===== src/rtl/pio_poll_pkg.sv =====
// Shared definitions for the edge-capturing PIO poller: register offsets,
// poll FSM states and the overrun counter width.
package pio_poll_pkg;

  localparam logic [1:0] PIO_REG_DATA = 2'd0;
  localparam logic [1:0] PIO_REG_EDGE = 2'd3;
  localparam int         OVR_CNT_W    = 8;

  typedef enum logic [2:0] {
    IDLE,
    CAP_ADDR,
    CAP_SAMPLE,
    CLEAR,
    LVL_ADDR,
    LVL_SAMPLE
  } poll_state_t;

  function automatic int unsigned popcount(input logic [31:0] v);
    int unsigned c;
    c = 0;
    for (int i = 0; i < 32; i++) c += 32'(v[i]);
    return c;
  endfunction

endpackage


===== src/rtl/pio_edge_poll_ctrl_if.sv =====
// Avalon-MM bus to the edge-capturing PIO plus the event valid/ready
// handshake toward the filter-control logic.
interface pio_edge_poll_ctrl_if #(
  parameter int N = 8
);
  localparam int IDW = (N > 1) ? $clog2(N) : 1;

  logic [1:0]     pio_address;
  logic           pio_chipselect;
  logic           pio_write_n;
  logic [31:0]    pio_writedata;
  logic [31:0]    pio_readdata;
  logic           evt_valid;
  logic [IDW-1:0] evt_id;
  logic           evt_ready;

  modport master (
    output pio_address, pio_chipselect, pio_write_n, pio_writedata,
    output evt_valid, evt_id,
    input  pio_readdata, evt_ready
  );

  modport slave (
    input  pio_address, pio_chipselect, pio_write_n, pio_writedata,
    input  evt_valid, evt_id,
    output pio_readdata, evt_ready
  );
endinterface


===== src/rtl/pio_evt_arbiter.sv =====
// Pending-event register and grant logic. Fixed lowest-index priority by
// default; define PIO_POLL_RR_EN for a round-robin grant held until accepted.
module pio_evt_arbiter #(
  parameter int N = 8,
  localparam int IDW = (N > 1) ? $clog2(N) : 1
) (
  input  logic           clk,
  input  logic           reset,
  input  logic           set_en_i,
  input  logic [N-1:0]   set_mask_i,
  input  logic           ready_i,
  output logic           valid_o,
  output logic [IDW-1:0] id_o,
  output logic [N-1:0]   held_o
);

  logic [N-1:0]   pending_q;
  logic [N-1:0]   pending_d;
  logic [N-1:0]   clr_mask;
  logic [IDW-1:0] grant_id;
  logic           hs;

  assign valid_o = |pending_q;
  assign id_o    = grant_id;
  assign hs      = valid_o && ready_i;

  for (genvar gi = 0; gi < N; gi++) begin : g_clr
    assign clr_mask[gi] = hs && (grant_id == IDW'(gi));
  end

  // Bits surviving this edge before new captures; a same-cycle set wins.
  assign held_o    = pending_q & ~clr_mask;
  assign pending_d = held_o | (set_en_i ? set_mask_i : '0);

  always_ff @(posedge clk) begin
    if (reset) pending_q <= '0;
    else       pending_q <= pending_d;
  end

`ifdef PIO_POLL_RR_EN
  logic [IDW-1:0] ptr_q;
  logic [IDW-1:0] lock_id_q;
  logic           lock_q;
  logic [IDW-1:0] search_id;
  logic           found;
  int             idx;

  always_comb begin
    search_id = '0;
    found     = 1'b0;
    idx       = 0;
    for (int k = 0; k < N; k++) begin
      idx = (int'(ptr_q) + k) % N;
      if (!found && pending_q[IDW'(idx)]) begin
        search_id = IDW'(idx);
        found     = 1'b1;
      end
    end
  end

  // An offered but unaccepted event keeps its grant until the handshake.
  assign grant_id = lock_q ? lock_id_q : search_id;

  always_ff @(posedge clk) begin
    if (reset) begin
      ptr_q     <= '0;
      lock_q    <= 1'b0;
      lock_id_q <= '0;
    end else if (hs) begin
      ptr_q  <= (grant_id == IDW'(N - 1)) ? '0 : grant_id + 1'b1;
      lock_q <= 1'b0;
    end else if (valid_o) begin
      lock_q    <= 1'b1;
      lock_id_q <= grant_id;
    end
  end
`else
  always_comb begin
    grant_id = '0;
    for (int i = N - 1; i >= 0; i--) begin
      if (pending_q[i]) grant_id = IDW'(i);
    end
  end
`endif

endmodule


===== src/rtl/pio_edge_poll_ctrl.sv =====
// Polls an edge-capturing PIO every POLL_DIV idle cycles and queues captured
// edges as single-bit events. Optional round-robin grant: PIO_POLL_RR_EN.
module pio_edge_poll_ctrl
  import pio_poll_pkg::*;
#(
  parameter int N        = 8,
  parameter int POLL_DIV = 50000
) (
  input  logic                 clk,
  input  logic                 reset,
  pio_edge_poll_ctrl_if.master bus,
  output logic [N-1:0]         sw_level,
  output logic [OVR_CNT_W-1:0] overrun_cnt
);

  localparam int          CNT_W   = (POLL_DIV > 1) ? $clog2(POLL_DIV) : 1;
  localparam logic [CNT_W-1:0] CNT_LOAD = CNT_W'(POLL_DIV - 1);
  localparam int unsigned OVR_MAX = (2 ** OVR_CNT_W) - 1;

  poll_state_t          state_q;
  logic [CNT_W-1:0]     poll_cnt_q;
  logic [1:0]           addr_q;
  logic                 cs_q;
  logic                 write_n_q;
  logic [N-1:0]         sw_level_q;
  logic [OVR_CNT_W-1:0] overrun_q;
  logic [OVR_CNT_W-1:0] overrun_d;
  logic [N-1:0]         cap;
  logic [N-1:0]         held;
  logic                 cap_en;
  int unsigned          ovr_sum;

  assign cap    = bus.pio_readdata[N-1:0];
  assign cap_en = (state_q == CAP_SAMPLE);

  pio_evt_arbiter #(.N(N)) u_arb (
    .clk        (clk),
    .reset      (reset),
    .set_en_i   (cap_en),
    .set_mask_i (cap),
    .ready_i    (bus.evt_ready),
    .valid_o    (bus.evt_valid),
    .id_o       (bus.evt_id),
    .held_o     (held)
  );

  // Only captures landing on a bit that stays pending count as overruns.
  always_comb begin
    ovr_sum   = 32'(overrun_q) + popcount(32'(cap & held));
    overrun_d = (ovr_sum > OVR_MAX) ? OVR_CNT_W'(OVR_MAX) : OVR_CNT_W'(ovr_sum);
  end

  always_ff @(posedge clk) begin
    if (reset) begin
      state_q    <= IDLE;
      poll_cnt_q <= CNT_LOAD;
      addr_q     <= PIO_REG_DATA;
      cs_q       <= 1'b0;
      write_n_q  <= 1'b1;
      sw_level_q <= '0;
      overrun_q  <= '0;
    end else begin
      case (state_q)
        IDLE: begin
          if (poll_cnt_q == '0) begin
            state_q    <= CAP_ADDR;
            poll_cnt_q <= CNT_LOAD;
            addr_q     <= PIO_REG_EDGE;
            cs_q       <= 1'b1;
          end else begin
            poll_cnt_q <= poll_cnt_q - 1'b1;
          end
        end
        CAP_ADDR: begin
          state_q <= CAP_SAMPLE;
          cs_q    <= 1'b0;
        end
        CAP_SAMPLE: begin
          state_q   <= CLEAR;
          overrun_q <= overrun_d;
          cs_q      <= 1'b1;
          write_n_q <= 1'b0;
        end
        CLEAR: begin
          state_q   <= LVL_ADDR;
          addr_q    <= PIO_REG_DATA;
          write_n_q <= 1'b1;
        end
        LVL_ADDR: begin
          state_q <= LVL_SAMPLE;
          cs_q    <= 1'b0;
        end
        LVL_SAMPLE: begin
          state_q    <= IDLE;
          sw_level_q <= cap;
        end
        default: state_q <= IDLE;
      endcase
    end
  end

  assign bus.pio_address    = addr_q;
  assign bus.pio_chipselect = cs_q;
  assign bus.pio_write_n    = write_n_q;
  assign bus.pio_writedata  = '0;
  assign sw_level           = sw_level_q;
  assign overrun_cnt        = overrun_q;

endmodule

===== src/flat_wrapper.sv =====
// flat-port wrapper written by rule: the top's interface ports become plain ports
module pio_edge_poll_ctrl_flat import pio_poll_pkg::*;
#(
  parameter int N        = 8,
  parameter int POLL_DIV = 50000
)
  (clk, reset, sw_level, overrun_cnt, bus_pio_address, bus_pio_chipselect, bus_pio_write_n, bus_pio_writedata, bus_evt_valid, bus_evt_id, bus_pio_readdata, bus_evt_ready);
  pio_edge_poll_ctrl_if #(.N(N)) bus_i ();
  input  logic clk;
  input  logic reset;
  output logic [N-1:0] sw_level;
  output logic [OVR_CNT_W-1:0] overrun_cnt;
  output wire logic [$bits(bus_i.pio_address)-1:0] bus_pio_address;
  output wire logic [$bits(bus_i.pio_chipselect)-1:0] bus_pio_chipselect;
  output wire logic [$bits(bus_i.pio_write_n)-1:0] bus_pio_write_n;
  output wire logic [$bits(bus_i.pio_writedata)-1:0] bus_pio_writedata;
  output wire logic [$bits(bus_i.evt_valid)-1:0] bus_evt_valid;
  output wire logic [$bits(bus_i.evt_id)-1:0] bus_evt_id;
  input wire logic [$bits(bus_i.pio_readdata)-1:0] bus_pio_readdata;
  input wire logic [$bits(bus_i.evt_ready)-1:0] bus_evt_ready;
  assign bus_pio_address = bus_i.pio_address;
  assign bus_pio_chipselect = bus_i.pio_chipselect;
  assign bus_pio_write_n = bus_i.pio_write_n;
  assign bus_pio_writedata = bus_i.pio_writedata;
  assign bus_evt_valid = bus_i.evt_valid;
  assign bus_evt_id = bus_i.evt_id;
  assign bus_i.pio_readdata = bus_pio_readdata;
  assign bus_i.evt_ready = bus_evt_ready;
  pio_edge_poll_ctrl #(.N(N), .POLL_DIV(POLL_DIV)) u_core (.clk(clk), .reset(reset), .bus(bus_i), .sw_level(sw_level), .overrun_cnt(overrun_cnt));
endmodule

===== config.mk =====
export PLATFORM = sky130hd
export DESIGN_NAME = pio_edge_poll_ctrl_flat
export DESIGN_NICKNAME = d
export VERILOG_FILES = /design/src/rtl/pio_poll_pkg.sv /design/src/rtl/pio_edge_poll_ctrl_if.sv /design/src/rtl/pio_evt_arbiter.sv /design/src/rtl/pio_edge_poll_ctrl.sv /design/src/flat_wrapper.sv
export SDC_FILE = /design/constraint.sdc
export NUM_CORES = 1
export LEC_CHECK = 0
export ABC_AREA = 1
export BUFFER_PORTS_ARGS = -buffer_cell sky130_fd_sc_hd__buf_2
export CORE_MARGIN = 4
export CORE_UTILIZATION = 40
export CTS_CLUSTER_DIAMETER = 120
export CTS_CLUSTER_SIZE = 12
export DETAILED_ROUTE_END_ITERATION = 10
export PLACE_DENSITY = 0.67
export SLEW_MARGIN = 20
export SYNTH_ARGS = -nofsm -noshare
export SYNTH_HDL_FRONTEND = slang
export SYNTH_HIERARCHICAL = 1
export SYNTH_SLANG_ARGS = --single-unit

===== constraint.sdc =====
create_clock -name clk -period 5.5 [get_ports clk]
set_input_delay 0.275 -clock clk [delete_from_list [all_inputs] [get_ports clk]]
set_output_delay 0.275 -clock clk [all_outputs]
set_load 0.03 [all_outputs]

Word-level counts from Yosys, hierarchy flattened. Index checks and enable logic that the tools add are counted.

Register bits: 47.

$add $sub $neg: 33. $lt $le $gt $ge: 1. Equality and inequality tests: 13. Mux-type cells: 18. Bitwise gates (word level): 4. Reductions and logical operators: 19.

Operators by type and width (count): $add 32x1->32 const B (24); $add 32x1->32 (6); $add 8x32->32 (1); $gt 32x8->1 const B (1); $mux 3 (9); $eq 3x3->1 const B (6); $and 8x8->8 (2); $logic_not 16->1 (1); $mux 16 (1); $mux 8 (2); $sub 16x1->16 const B (1); $pmux 3 s5 (1); $eq 3x2->1 const B (4); $logic_and 1x1->1 (9); $not 8->8 (1); $or 8x8->8 (1); $reduce_or 8->1 (1); $eq 3x1->1 const B (2); $logic_not 3->1 (2); $pmux 2 s2 (1); $reduce_and 2->1 (2); $reduce_bool 2->1 (2); $pmux 1 s3 (1); $reduce_bool 3->1 (1); other kinds (6) (6).

Depth between registers and ports, before layout.
Depth after elaboration: 47. Mapped depth: 25. Depth with buffers taken out: 25.

Hierarchy. The synthesis kept the hierarchy.

By module, submodules not included: pio_edge_poll_ctrl (instances 1, cells each 342, area each 2406.1 um2); pio_evt_arbiter (instances 1, cells each 86, area each 508.0 um2).

Least setup slack after synthesis. OpenSTA, ideal clock, no wires.

Path type: reg2reg. Start point: register u_core.u_arb.pending_q[6]. End point: register u_core.overrun_q[5], in the netlist u_core/overrun_cnt[5]. Data arrival time: 4.112 ns. Setup slack: 1.324 ns. Cell stages (with the launch flop): 25. Period minus slack after synthesis: 4.176 ns. Path through: dfxtp_1 -> inv_1 -> nand2_1 -> nand3_1 -> nand2_1 -> nand2_2 -> inv_2 -> nand2_1 -> nand2_1 -> inv_1 -> nand2_1 -> inv_1 -> fa_1 -> inv_1 -> fa_1 -> inv_1 -> fa_1 -> inv_1 -> fa_1 -> fa_1 -> o21ai_2 -> nand3_1 -> nand2_1 -> nor2_1 -> nor2_1.

Elaborated cells on any way between the ends: 62. Classes of those cells: add/sub (32); order compare (1); eq/ne (7); mux (8); bitwise (3); reduce/logical (11).

RTL lines: from (decl) (RTL line pio_evt_arbiter.sv:17) `logic [N-1:0] pending_q;`; from (signal assigned) (RTL line pio_evt_arbiter.sv:37) `else pending_q <= pending_d;`; $mux 3 * (7 in a row) (RTL line pio_evt_arbiter.sv:81) `if (pending_q[i]) grant_id = IDW'(i);`; named net bus_evt_id[1] (RTL line flat_wrapper.sv:18) `output wire logic [$bits(bus_i.evt_id)-1:0] bus_evt_id;`; $eq 3x2->1 * (RTL line pio_evt_arbiter.sv:28) `assign clr_mask[gi] = hs && (grant_id == IDW'(gi));`; $logic_and 1x1->1 * (RTL line pio_evt_arbiter.sv:28); $not 8->8 * (RTL line pio_evt_arbiter.sv:32) `assign held_o = pending_q & ~clr_mask;`; $and 8x8->8 * (RTL line pio_evt_arbiter.sv:32); named net u_core.held[2] (RTL line pio_edge_poll_ctrl.sv:29) `logic [N-1:0] held;`; $and 8x8->8 * (RTL line pio_edge_poll_ctrl.sv:49) `ovr_sum = 32'(overrun_q) + popcount(32'(cap & held));`; $add 32x1->32 * (30 in a row) (RTL line pio_poll_pkg.sv:21) `for (int i = 0; i < 32; i++) c += 32'(v[i]);`; $add 8x32->32 * (RTL line pio_edge_poll_ctrl.sv:49); $gt 32x8->1 (RTL line pio_edge_poll_ctrl.sv:50) `overrun_d = (ovr_sum > OVR_MAX) ? OVR_CNT_W'(OVR_MAX) : OVR_CNT_W'(ovr_sum);`; $mux 8 * (RTL line pio_edge_poll_ctrl.sv:50); to (signal assigned) (RTL line pio_edge_poll_ctrl.sv:80) `overrun_q <= overrun_d;`; to (decl) (RTL line pio_edge_poll_ctrl.sv:26) `logic [OVR_CNT_W-1:0] overrun_q;`.

The timed path passes the listed nets; every way through them passes the cells marked *. A chain may end at the register's enable or synchronous reset.

Final worst setup path.
Start point: register u_core.u_arb.pending_q[7]. End point: register u_core.overrun_q[5], in the netlist u_core/overrun_cnt[5].

Elaborated cells on any way between the ends: 63. Classes of those cells: add/sub (32); order compare (1); eq/ne (7); mux (9); bitwise (3); reduce/logical (11).

RTL lines (RTL line): $mux 3 (8 in a row) (pio_evt_arbiter.sv:81); $eq 3x2->1 (pio_evt_arbiter.sv:28); $logic_and 1x1->1 * (pio_evt_arbiter.sv:28); $not 8->8 * (pio_evt_arbiter.sv:32); $and 8x8->8 * (pio_evt_arbiter.sv:32); named net u_core.held[2] (pio_edge_poll_ctrl.sv:29); $and 8x8->8 * (pio_edge_poll_ctrl.sv:49); $add 32x1->32 * (30 in a row) (pio_poll_pkg.sv:21); $add 8x32->32 * (pio_edge_poll_ctrl.sv:49); $gt 32x8->1 (pio_edge_poll_ctrl.sv:50); $mux 8 * (pio_edge_poll_ctrl.sv:50).

Marks and branches as above.

==> impl_table.tex <==
\begin{tabular}{lr}
\hline
Metric & Value \\
\hline
\multicolumn{2}{l}{\textbf{STA}} \\
\quad Relative slew slack & 0.5908 \\
\quad Hold Vio Cnt, Final & 0 \\
\quad RSZ-0062 raised after global routing & false \\
\quad Max Fclk & 0.2212 GHz \\
\quad Final setup violating endpoints & 0 \\
\quad Post-route setup TNS & 0 ns \\
\quad Final worst clock skew & 0.01024 ns \\
\quad Number of pins with negative max-slew slack in the final report & 0 \\
\quad Least-Margin Pin Slew & 0.6131 ns \\
\quad Hold WS & 0.2245 ns \\
\quad Final Cycle Share & 0.8220 \\
\quad Final worst path period need & 4.521 ns \\
\multicolumn{2}{l}{\textbf{Route}} \\
\quad DRT Pass-1 Iters & 4 \\
\quad Count of antenna-violating nets left after detailed routing & 0 \\
\quad Average via count per standard cell & 4.499 \\
\quad WL per Instance & 10.50 um \\
\quad Total routed wirelength & 5868 um \\
\quad DRT iter0 DRCs & 93 \\
\quad DRC violation count after routing & 0 \\
\quad DR vias & 2,515 \\
\multicolumn{2}{l}{\textbf{Global route}} \\
\quad Largest net degree at the start of global routing & 23 \\
\quad Global-route wire length before repair & 9791 um \\
\quad Remaining global-route overflow & 0 \\
\quad Overall track demand over capacity in global routing & 0.1378 \\
\quad Antenna violations before repair & 0 \\
\quad Number of global-route vias before repair & 2,231 \\
\multicolumn{2}{l}{\textbf{Run}} \\
\quad Max-cap violations & 0 \\
\multicolumn{2}{l}{\textbf{Critical path}} \\
\quad Depth of the worst register-to-register path & 24 \\
\quad Kind of end point of the critical path & flop \\
\quad Critical path data required time & 5.74 ns \\
\quad Critical R2R Launch & u\_core/u\_arb/pending\_q[7] \\
\quad Setup CP Type & flop to flop \\
\quad Worst reg2reg path endpoint & u\_core/overrun\_cnt[5] \\
\quad Arrival time of data at the critical path endpoint & 4.76 ns \\
\quad Worst stage delay on the critical path & 0.54 ns \\
\quad Cell with the largest stage delay on the worst path & sky130\_fd\_sc\_hd\_\_fa\_1 \\
\quad Maximum fanout along the worst path & 5 \\
\quad CP Launch Type & flop \\
\quad Worst reg-to-reg setup slack & 0.98 ns \\
\quad Ordered list of cells on the worst path & inv\_1, nand2\_1, nand3\_1, nand2\_1, nand2\_2, inv\_2, nand2\_1, nand2\_1, inv\_1, nand2\_1, inv\_1, fa\_1, inv\_1, fa\_1, inv\_1, fa\_1, inv\_1, fa\_1, fa\_1, o21ai\_2, nand3\_1, nand2\_1, nor2\_1, nor2\_1 \\
\multicolumn{2}{l}{\textbf{CTS}} \\
\quad CTS resizes & 0 \\
\quad Postcts setup bufs & 0 \\
\quad Clock Sink Count & 46 \\
\quad Number of levels the H-tree was split into & 2 \\
\quad Maximum clock path buffer count & 2 \\
\quad Clock tree from TritonCTS & yes \\
\quad Clock latency on the worst-skew pair & 0.30 ns \\
\quad Cell chosen for the clock root & sky130\_fd\_sc\_hd\_\_clkbuf\_8 \\
\quad Number of hold-repair buffers added at the cts stage & 0 \\
\quad Clock Pin Slew Worst Setup and Hold Paths & 0.09 ns \\
\quad Total clock buffers created by CTS & 5 \\
\multicolumn{2}{l}{\textbf{Synth}} \\
\quad Portion of the post-synthesis area used by sequential elements & 0.3160 \\
\quad Proportion of synthesized flip-flops having asynchronous set or reset & 0 \\
\quad Ranking of synthesized cells by area & sky130\_fd\_sc\_hd\_\_dfxtp\_1, sky130\_fd\_sc\_hd\_\_nand2\_1, sky130\_fd\_sc\_hd\_\_buf\_4, sky130\_fd\_sc\_hd\_\_inv\_1, sky130\_fd\_sc\_hd\_\_nor2\_1 \\
\quad Number of enable flip-flop cells after synthesis & 0 \\
\quad Yosys top cell area share & 0.3160 \\
\quad Number of storage elements in the synthesis netlist & 46 \\
\quad Synth Area per Inst & 6.809 um\^{}2 \\
\quad Synth top cells by count & sky130\_fd\_sc\_hd\_\_nand2\_1, sky130\_fd\_sc\_hd\_\_inv\_1, sky130\_fd\_sc\_hd\_\_nor2\_1 \\
\quad Cell taking the most area after synthesis & sky130\_fd\_sc\_hd\_\_dfxtp\_1 \\
\quad Gate count after technology mapping & 428 \\
\quad Leading cell type by number of instances after synthesis & sky130\_fd\_sc\_hd\_\_nand2\_1 \\
\quad Total standard cell area after synthesis & 2914 um\^{}2 \\
\quad Yosys warning total & 6 \\
\quad Top\_reg\_cell synth & sky130\_fd\_sc\_hd\_\_dfxtp\_1 \\
\quad Library cells used by synthesis & 32 \\
\multicolumn{2}{l}{\textbf{Floorplanning}} \\
\quad Number of I/O pins & 91 \\
\quad Floorplan die width & 93.35 um \\
\quad Initial Util & 0.4196 \\
\quad Die Y-Extent & 93.35 um \\
\quad Std-Cell Core Area & 6944 um\^{}2 \\
\quad \# rows & 30 \\
\quad Die area & 8714 um\^{}2 \\
\multicolumn{2}{l}{\textbf{Pwr}} \\
\quad Pwr dens & 283.0 nW/um\^{}2 \\
\quad Static power due to leakage & 1.613 nW \\
\quad Worst voltage drop across the vdd grid & 0.00008323 V \\
\multicolumn{2}{l}{\textbf{Worst hold path}} \\
\quad Path type of the worst min-delay path & input port to flop \\
\quad Min-Delay Startpoint & bus\_pio\_readdata[1] \\
\quad Terminating pin of the worst hold path & u\_core/sw\_level[1] \\
\quad Hold Path Stages & 3 \\
\multicolumn{2}{l}{\textbf{Layout}} \\
\quad Filler cells & 736 \\
\quad Antenna cell count & 0 \\
\quad Number of nets in the finished design & 510 \\
\quad Area growth from synthesis to layout & 8.115\% \\
\quad Share of post-route cells with drive strength above 1 & 0.1533 \\
\multicolumn{2}{l}{\textbf{Place}} \\
\quad Port bufs & 34 \\
\quad Detailed placement HPWL & 4581 um \\
\quad Routability congestion estimate & 0.8717 \\
\multicolumn{2}{l}{\textbf{Run status}} \\
\quad Outcome & finished clean \\
\hline
\end{tabular}
-- metal layers --
metal  GRT usage  wire length [um]  vias to the layer above  part of all wire
met1      0.1864              2825                     1123              0.48
li1            -                 -                     1319                 -
met2      0.2168              2638                       64              0.45
met3     0.02896               324                        9             0.055
met5           0                 0                        -                 0
met4     0.04762                78                        0             0.013
-- layout by cell type, fill, tap and decap left out, types with 4 or more instances in the layout --
cell type	count
sky130_fd_sc_hd__nand2_1	93
sky130_fd_sc_hd__inv_1	66
sky130_fd_sc_hd__nor2_1	56
sky130_fd_sc_hd__dfxtp_1	46
sky130_fd_sc_hd__buf_2	34
sky130_fd_sc_hd__conb_1	32
sky130_fd_sc_hd__a21oi_1	24
sky130_fd_sc_hd__nand3_1	23
sky130_fd_sc_hd__o21ai_0	18
sky130_fd_sc_hd__nor2_4	9
sky130_fd_sc_hd__ha_1	8
sky130_fd_sc_hd__inv_2	7
sky130_fd_sc_hd__nand4_1	7
sky130_fd_sc_hd__nor3_1	6
sky130_fd_sc_hd__clkbuf_8	5
sky130_fd_sc_hd__fa_1	5
sky130_fd_sc_hd__nand2_2	4
-- logic make-up after synthesis --
kind of cell / count (synthesis) / synth area share
other cells: 1 / 0.001287
flops: 46 / 0.3160
buf+inv: 111 / 0.1889
fa+ha+maj: 13 / 0.06870
simple gates: 208 / 0.3323
compound gates: 45 / 0.08073
xor+xnor: 4 / 0.01202
-- where the power goes --
group	leakage [nW]	internal, mW	total [mW]	switching [mW]
combinational	1.19	0.0716	0.265	0.193
clock	0.0524	0.136	0.249	0.113
sequential	0.372	0.358	0.377	0.0192
-- critical path, delay by kind of cell (launching register included) --
kind / cells / cell delay, ns
flip-flops: 1 / 0.38
adder cells (fa/ha/maj): 5 / 2.49
AO/OA/AOI/OAI: 1 / 0.24
AND/OR/NAND/NOR: 11 / 0.95
buffers and inverters: 7 / 0.41
-- how the worst max path moves through the flow --
stage,start,cells past startpoint,slack (ns),endpoint
after global routing,u_core/u_arb/pending_q[7],24,0.68,u_core/overrun_cnt[7]
after CTS,u_core/u_arb/pending_q[7],24,0.99,u_core/overrun_cnt[5]
after detailed placement,u_core/u_arb/pending_q[7],24,1.03,u_core/overrun_cnt[5]
final,u_core/u_arb/pending_q[7],24,0.98,u_core/overrun_cnt[5]
after floorplan,u_core/u_arb/pending_q[6],24,1.32,u_core/overrun_cnt[5]
after global placement,u_core/u_arb/pending_q[1],22,1.09,u_core/overrun_cnt[7]
-- sequential cells by signal, indices dropped and copies added (netlist names) --
name / cells
u_core/state_q: 3
u_core/sw_level: 8
u_core/bus.pio_address: 1
u_core/u_arb/pending_q: 8
u_core/bus.pio_write_n: 1
u_core/overrun_cnt: 8
u_core/poll_cnt_q: 16
u_core/bus.pio_chipselect: 1
-- stage by stage --
step	power (mW)	instances	cell area (um^2)	utilization	setup slack, ns
final	0.8916	559	3151	0.4537	0.9787
after global placement	0.6451	551	3044	0.4384	1.095
after global routing	0.9544	559	3151	0.4537	0.6777
after detailed placement	0.6512	551	3044	0.4384	1.028
after CTS	0.9043	559	3151	0.4537	0.9901
after floorplan	0.6146	459	3030	-	1.324
-- layout make-up --
cell class                      instances  area, um^2  area share
Tap cell                               96       120.1     0.03813
Clock buffer                            7       76.32     0.02423
Timing Repair Buffer                   34       170.2     0.05401
Clock inverter                          1       30.03    0.009531
Sequential cell                        46       920.9      0.2923
Multi-Input combinational cell        302        1559      0.4948
Inverter                               73       274.0     0.08697
No activity file was read; power rests on OpenSTA's default activity.
